<file path="src/rtl/uart_tx_cmd.sv">
// Command-frame transmitter: latches the parameter set on start and feeds one
// 22-byte frame (header, ID, pads, LE fields, spare, XOR checksum) to uart_tx.
module uart_tx_cmd #(
  parameter logic [7:0]  FRAME_ID = 8'h02,
  parameter logic [7:0]  PAD_BYTE = 8'h00,
  parameter int unsigned BYTE_GAP = 0
) (
  input  logic        clk50M,
  input  logic        rst_n,
  input  logic        start,
  input  logic [7:0]  mode,
  input  logic [15:0] distance,
  input  logic [31:0] phase_diff,
  input  logic [31:0] expose_time,
  input  logic [15:0] laser_width,
  output logic [7:0]  tx_data,
  output logic        tx_en,
  input  logic        tx_done,
  output logic        busy,
  output logic        frame_done
);

  // state | meaning
  // IDLE  | waiting for start, checksum held at 8'hFF
  // SEND  | tx_en strobe for byte[idx]
  // WAIT  | holding tx_data until uart_tx reports tx_done
  // GAP   | inter-byte idle, down-counting BYTE_GAP cycles
  // DONE  | frame_done strobe, then back to IDLE
  typedef enum logic [2:0] {IDLE, SEND, WAIT, GAP, DONE} state_t;

  localparam logic [7:0] GAP_LOAD = (BYTE_GAP > 0) ? 8'(BYTE_GAP - 1) : 8'd0;

  state_t      state, state_nxt;
  logic [4:0]  idx;
  logic [4:0]  idx_sel;
  logic [7:0]  csum;
  logic [7:0]  gap_cnt;
  logic [7:0]  byte_nxt;
  logic [7:0]  mode_q;
  logic [15:0] distance_q;
  logic [31:0] phase_q;
  logic [31:0] expose_q;
  logic [15:0] width_q;

  always_ff @(posedge clk50M or negedge rst_n) begin
    if (!rst_n) state <= IDLE;
    else        state <= state_nxt;
  end

  always_comb begin
    state_nxt  = state;
    tx_en      = 1'b0;
    busy       = 1'b0;
    frame_done = 1'b0;
    case (state)
      IDLE: if (start) state_nxt = SEND;
      SEND: begin
        tx_en     = 1'b1;
        busy      = 1'b1;
        state_nxt = WAIT;
      end
      WAIT: begin
        busy = 1'b1;
        if (tx_done) begin
          if (idx == 5'd22)       state_nxt = DONE;
          else if (BYTE_GAP == 0) state_nxt = SEND;
          else                    state_nxt = GAP;
        end
      end
      GAP: begin
        busy = 1'b1;
        if (gap_cnt == 8'd0) state_nxt = SEND;
      end
      DONE: begin
        frame_done = 1'b1;
        state_nxt  = IDLE;
      end
      default: state_nxt = IDLE;
    endcase
  end

  // In WAIT the byte being prepared is the one after the current index
  assign idx_sel = (state == WAIT) ? idx + 5'd1 : idx;

  always_comb begin
    byte_nxt = PAD_BYTE;
    case (idx_sel)
      5'd1:  byte_nxt = 8'hAA;
      5'd2:  byte_nxt = FRAME_ID;
      5'd8:  byte_nxt = mode_q;
      5'd9:  byte_nxt = distance_q[7:0];
      5'd10: byte_nxt = distance_q[15:8];
      5'd11: byte_nxt = phase_q[7:0];
      5'd12: byte_nxt = phase_q[15:8];
      5'd13: byte_nxt = phase_q[23:16];
      5'd14: byte_nxt = phase_q[31:24];
      5'd15: byte_nxt = expose_q[7:0];
      5'd16: byte_nxt = expose_q[15:8];
      5'd17: byte_nxt = expose_q[23:16];
      5'd18: byte_nxt = expose_q[31:24];
      5'd19: byte_nxt = width_q[7:0];
      5'd20: byte_nxt = width_q[15:8];
      5'd22: byte_nxt = csum;
      default: byte_nxt = PAD_BYTE;
    endcase
  end

  always_ff @(posedge clk50M or negedge rst_n) begin
    if (!rst_n) begin
      tx_data    <= 8'd0;
      idx        <= 5'd0;
      csum       <= 8'hFF;
      gap_cnt    <= 8'd0;
      mode_q     <= 8'd0;
      distance_q <= 16'd0;
      phase_q    <= 32'd0;
      expose_q   <= 32'd0;
      width_q    <= 16'd0;
    end else begin
      case (state)
        IDLE: begin
          csum <= 8'hFF;
          if (start) begin
            mode_q     <= mode;
            distance_q <= distance;
            phase_q    <= phase_diff;
            expose_q   <= expose_time;
            width_q    <= laser_width;
            idx        <= 5'd1;
            tx_data    <= 8'hAA;
          end
        end
        SEND: begin
          // Header and the checksum byte itself stay out of the XOR
          if (idx >= 5'd2 && idx <= 5'd21) csum <= csum ^ tx_data;
        end
        WAIT: begin
          if (tx_done && idx != 5'd22) begin
            idx <= idx + 5'd1;
            if (BYTE_GAP == 0) tx_data <= byte_nxt;
            else               gap_cnt <= GAP_LOAD;
          end
        end
        GAP: begin
          if (gap_cnt == 8'd0) tx_data <= byte_nxt;
          else                 gap_cnt <= gap_cnt - 8'd1;
        end
        DONE: idx <= 5'd0;
        default: idx <= 5'd0;
      endcase
    end
  end

endmodule

</file>
<file path="config.mk">
export PLATFORM = sky130hd
export DESIGN_NAME = uart_tx_cmd
export DESIGN_NICKNAME = d
export VERILOG_FILES = /design/src/rtl/uart_tx_cmd.sv
export SDC_FILE = /design/constraint.sdc
export NUM_CORES = 1
export LEC_CHECK = 0
export ABC_AREA = 0
export BUFFER_PORTS_ARGS = -buffer_cell sky130_fd_sc_hd__buf_2
export CAP_MARGIN = 20
export CELL_PAD_IN_SITES_DETAIL_PLACEMENT = 1
export CELL_PAD_IN_SITES_GLOBAL_PLACEMENT = 2
export CORE_UTILIZATION = 40
export CTS_CLUSTER_DIAMETER = 100
export DETAILED_ROUTE_END_ITERATION = 8
export PLACE_DENSITY_LB_ADDON = 0.2
export SKIP_CTS_REPAIR_TIMING = 1
export SLEW_MARGIN = 10
export SYNTH_ARGS = -nofsm -noshare
export SYNTH_HDL_FRONTEND = slang
export SYNTH_SLANG_ARGS = --single-unit
</file>
<file path="constraint.sdc">
create_clock -name clk50M -period 4.9 [get_ports clk50M]
set_input_delay 0.49 -clock clk50M [delete_from_list [all_inputs] [get_ports clk50M]]
set_output_delay 0.49 -clock clk50M [all_outputs]
set_load 0.05 [all_outputs]
</file>
; Yosys cells after proc, flatten, opt, wreduce, memory -nomap -nowiden
; Index checks and enable logic that the tools add are counted.
[classes]
n_bitwise = 3
n_reduce_logical = 14
add_sub_neg = 2
n_mux = 19
eq_ne = 27
magnitude_cmp = 2
[ops]
columns = op, n
row1 = 8-bit one-hot mux with 16 select lines, 1
row2 = 5-bit by 4-bit == test with 1-bit output (second input constant), 8
row3 = 5-bit == test (second input constant), 7
row4 = 8-bit two-way mux, 4
row5 = 8-bit one-hot mux with 3 select lines, 1
row6 = 8-bit one-hot mux with 2 select lines, 1
row7 = 5-bit two-way mux, 3
row8 = 5-bit one-hot mux with 3 select lines, 1
row9 = 3-bit two-way mux, 4
row10 = 3-bit one-hot mux with 4 select lines, 1
row11 = 8-bit logical NOT, 1
row12 = 2-bit != test (second input constant), 4
row13 = 8-bit by 1-bit subtractor with 8-bit output (second input constant), 1
row14 = 8-bit bitwise XOR, 1
row15 = 3-bit by 2-bit == test with 1-bit output (second input constant), 2
row16 = 2-bit AND reduction, 3
row17 = 3-bit AND reduction, 2
row18 = 5-bit by 1-bit adder with 5-bit output (second input constant), 1
row19 = 5-bit by 1-bit == test with 1-bit output (second input constant), 1
row20 = 5-bit by 2-bit == test with 1-bit output (second input constant), 1
row21 = 5-bit by 2-bit greater-or-equal comparator with 1-bit output (second input constant), 1
row22 = 5-bit <= comparator (second input constant), 1
row23 = 5-bit != test (second input constant), 1
row24 = 4-bit AND reduction, 1
row25 = other kinds (11), 15
[word_totals]
register_bits = 136
output_inout_bits = 11
input_bits = 108
wordCells = 77

; Longest topological paths before layout
[logic_depth]
depth_word = 6
mapped_depth = 10
ltp_nobuf = 10

; Worst setup path after synthesis
; Ideal clock, no wire load.
[synth_path]
path_kind = flip-flop to flip-flop
startpoint = reg state[2]
endpoint = reg csum[6]
setup_time_ns = 0.079
path_slack_ns = 1.932
period_less_slack_ns = 2.968
t_required_ns = 4.821
path_buffers = 2
t_arrival_ns = 2.889
path_stages_with_launch = 8
path_cell_list = dfrtp_1 > clkbuf_1 > nor3_1 > o41ai_1 > o21ai_0 > clkbuf_1 > a21oi_1 > o21ai_0
[synth_via]
elab_chain_cells = 3
elab_cells_between_ends = 6
classes_between = eq/ne: 2 / mux: 1 / reduce/logical: 3
[synth_lines]
columns = element, line
row1 = from (decl), 33  ; state_t state, state_nxt;
row2 = from (signal assigned), 47  ; else state <= state_nxt;
row3 = 3-bit by 1-bit == test with 1-bit output or 3-bit logical NOT (tied branches), 120  ; case (state)
row4 = 2-bit != test (no source line) or 2-bit nonzero test (tied branches), -
row5 = 2-bit AND reduction (no source line), -
row6 = to (signal assigned), 135  ; if (idx >= 5'd2 && idx <= 5'd21) csum <= csum ^ tx_data;
row7 = to (decl), 36  ; logic [7:0] csum;
; Parallel ways exist; a longest one is shown, timed or not.
; A chain may end at the register's enable or synchronous reset.

; Final worst setup path
[layout_path]
startpoint = reg state[2]
endpoint = reg tx_data[6]
[layout_via]
elab_chain_cells = 6
elab_cells_between_ends = 29
classes_between = eq/ne: 21 / mux: 5 / reduce/logical: 3
[layout_lines]
columns = element, line
row1 = 3-bit by 2-bit == test with 1-bit output, "83, 120"
row2 = 5-bit two-way mux, 83  ; assign idx_sel = (state == WAIT) ? idx + 5'd1 : idx;
row3 = "5-bit == test, or another cell as far along", 87  ; case (idx_sel)
row4 = 8-bit one-hot mux with 16 select lines, 87
row5 = "8-bit two-way mux, on equally long branches", "145, 138"
row6 = 8-bit one-hot mux with 3 select lines, 120
row7 = to (signal assigned), 140  ; if (BYTE_GAP == 0) tx_data <= byte_nxt;
row8 = to (signal assigned), 145  ; if (gap_cnt == 8'd0) tx_data <= byte_nxt;
row9 = to (decl), 16  ; output logic [7:0] tx_data,
; Parallel ways exist; a longest one is shown, timed or not. The select of a mux whose other input is x is not followed.

==> impl_metrics.json <==
{
  "rr_startpoint": "state[2]$_DFFE_PN0P_",
  "grt_max_degree": 92,
  "clk_path_buf_depth": 2,
  "areaGrowthSynthToFinish_pct": 20.6,
  "num_io_pins": 119,
  "pwr_density_cell_mw_per_mm2": 620,
  "dpl.hpwl_microns": 14000,
  "drive_above_1_share": 0.407,
  "drt_pass1_iterations": 4,
  "endpoint": "tx_data[6]$_DFFE_PN0P_",
  "core_area_sq_mm": 0.0160,
  "ff2ff_path_depth": 10,
  "path_clk_slew_ns": 0.06,
  "final_area_sq_mm": 0.00797,
  "rr_endpoint": "tx_data[6]$_DFFE_PN0P_",
  "setup_violations": 0,
  "cp.required_ns": 5.16,
  "fin_crit_ns": 3.69,
  "vias": 5077,
  "cts_tree": "yes",
  "crit_fanout": 13,
  "finalCritPeriodShare": 0.754,
  "fin_tns_setup_ns": 0,
  "netlist_instances": 565,
  "fmax_ghz": 0.271,
  "maxCapViolCount": 0,
  "die_h_microns": 131,
  "synth.top_cells.by_area": "dfrtp_1 48%, mux2_2 18%, dfstp_2 3.2%",
  "globalplace.congestion": 0.911,
  "htreeDepth": 4,
  "antenna_found_initial": 0,
  "grt-ovfl-total": 0,
  "critical_path.startpoint": "state[2]$_DFFE_PN0P_",
  "synth_top_area_cell": "dfrtp_1",
  "groute.usage.overall": 0.245,
  "ant_nets": 0,
  "syn_nets": 680,
  "grt_pass1_wl_microns": 30600,
  "synth_common_cells": "128 x dfrtp_1, 104 x mux2_2, 54 x nand2_1, 27 x a21oi_1, 20 x nor2_1",
  "n_fill_cell": 1768,
  "synth_seq_cells": 136,
  "peakVddDrop_uv": 253,
  "synth.most_common_cell": "dfrtp_1",
  "endpoint_kind": "flip-flop",
  "slew_headroom": 0.256,
  "routed_wl_microns": 19200,
  "ys_seq_area_frac": 0.517,
  "r2r_setup_slack_ns": 1.21,
  "synthDistinctLibCells": 65,
  "async_flop_share": 1.00,
  "wire_per_inst_microns": 21.3,
  "cts_sinks": 136,
  "yosysWarnings": 0,
  "nets": 790,
  "hold_viol_final": 0,
  "grt_pass1_vias": 5394,
  "criticalPathCategory": "reg -> reg",
  "synth.avg_cell_area_sq_um": 11.7,
  "dpl-instance-area_sq_mm": 0.00736,
  "drv_slew": 0,
  "design.die.area_sq_mm": 0.0170,
  "tightest_slew_ns": 1.12,
  "hp-class": "in -> async",
  "rsz0062_at_grt": "no",
  "die_x_microns": 131,
  "insertion_delay_ns": 0.42,
  "leakagePower_nw": 3.54,
  "clockRootBuffer": "clkbuf_16",
  "diodes": 0,
  "synth-edff-count": 0,
  "io_buffers": 118,
  "status": "finished clean",
  "start_kind": "flip-flop",
  "cp.arrival_ns": 3.95,
  "cts-buffers-inserted": 17,
  "finalClockSkew_ns": 0.0100,
  "start_util": 0.413,
  "avgViaCountPerCell": 5.62,
  "drtIter0Drc": 214,
  "fp-row-count": 46,
  "synth_top_area_frac": 0.485,
  "synth_area_sq_mm": 0.00661,
  "drc": 0,
  "ys.flop_type": "dfrtp_1"
}
[cell usage in the layout, fill, tap and decap left out, drive strengths merged, types with 5 or more instances in the layout]
cell / count
buf: 123
inv: 17
a221oi: 10
a22o: 7
dfrtp: 128
xnor2: 5
a22oi: 11
nand2: 54
o22ai: 8
mux2i: 13
ha: 7
a32oi: 5
nor2: 21
and3: 18
clkbuf: 18
nor3: 8
dfstp: 8
a31oi: 7
clkinvlp: 5
o21ai: 18
mux2: 104
a21oi: 27
[routing by layer]
layer	share of wire	wire length, microns	track usage	vias up
met5	0	0	0	-
met4	0.019	356	0.0920	0
met3	0.046	885	0.0432	26
met2	0.48	9260	0.391	133
met1	0.45	8730	0.333	2599
li1	-	-	-	2319
[registers in the layout, indices dropped and copies added, names as in the netlist]
signal / flops
state: 3
tx_data: 8
gap_cnt: 8
mode_q: 8
csum: 8
idx: 5
distance_q: 16
phase_q: 32
expose_q: 32
width_q: 16
[area by class of cell]
cell class	count	area [sq um]	area share
clock inverter	14	164	0.0206
tap	216	270	0.0339
inverter	13	53.8	0.00675
multi-input combinational	384	2990	0.376
clock buffer	18	439	0.0551
sequential	136	3410	0.428
timing repair buffer	123	634	0.0796
[critical path: stages (launching register included)]
cell and delay, ns:
dfrtp_1 0.51, or3b_4 0.56, clkinv_4 0.11, ha_1 0.38
nand3_1 0.16, nor2_1 0.05, a32oi_1 0.65, o22ai_1 0.33
a221o_1 0.34, a221oi_1 0.28, a32oi_1 0.14
[where the power goes]
| group | total, mW | internal, mW | switching [mW] |
|---|---|---|---|
| sequential | 1.98 | 1.63 | 0.352 |
| clock | 1.31 | 0.776 | 0.531 |
| combinational | 1.66 | 0.753 | 0.903 |
| total | 4.94 | 3.15 | 1.79 |
[worst min-delay path by stage]
stage / end / cells past startpoint
3_5_place_dp: gap_cnt[7]$_DFFE_PN0P_ / 1
5_1_grt: gap_cnt[0]$_DFFE_PN0P_ / 1
6_report: gap_cnt[0]$_DFFE_PN0P_ / 1
2_1_floorplan: distance_q[0]$_DFFE_PN0P_ / 0
3_3_place_gp: gap_cnt[7]$_DFFE_PN0P_ / 1
4_1_cts: gap_cnt[0]$_DFFE_PN0P_ / 1
[metrics by stage]
step	setup WS (ns)	utilization	total power, mW	hold slack, ns	instances
CTS	1.17	0.498	5.00	0.176	904
global route	0.971	0.498	5.25	0.222	904
floorplan	1.93	-	3.10	0.194	565
detailed placement	1.31	0.460	3.67	0.469	872
global placement	1.39	0.460	3.58	0.472	872
finish	1.21	0.498	4.94	0.154	904
[cells by family (layout without fill, tap and decap cells)]
kind of cell	count (synthesis)	in the layout	share of synthesized area
DFF	136	136	0.517
and+or+nand+nor	129	129	0.0990
AOI/OAI and AO/OA	122	122	0.130
muxes	117	117	0.197
buffers and inverters	45	168	0.0318
xor gates and xnor gates	9	9	0.0119
adders and majority gates	7	7	0.0133
Note: power is estimated with default switching activity, not from simulation.
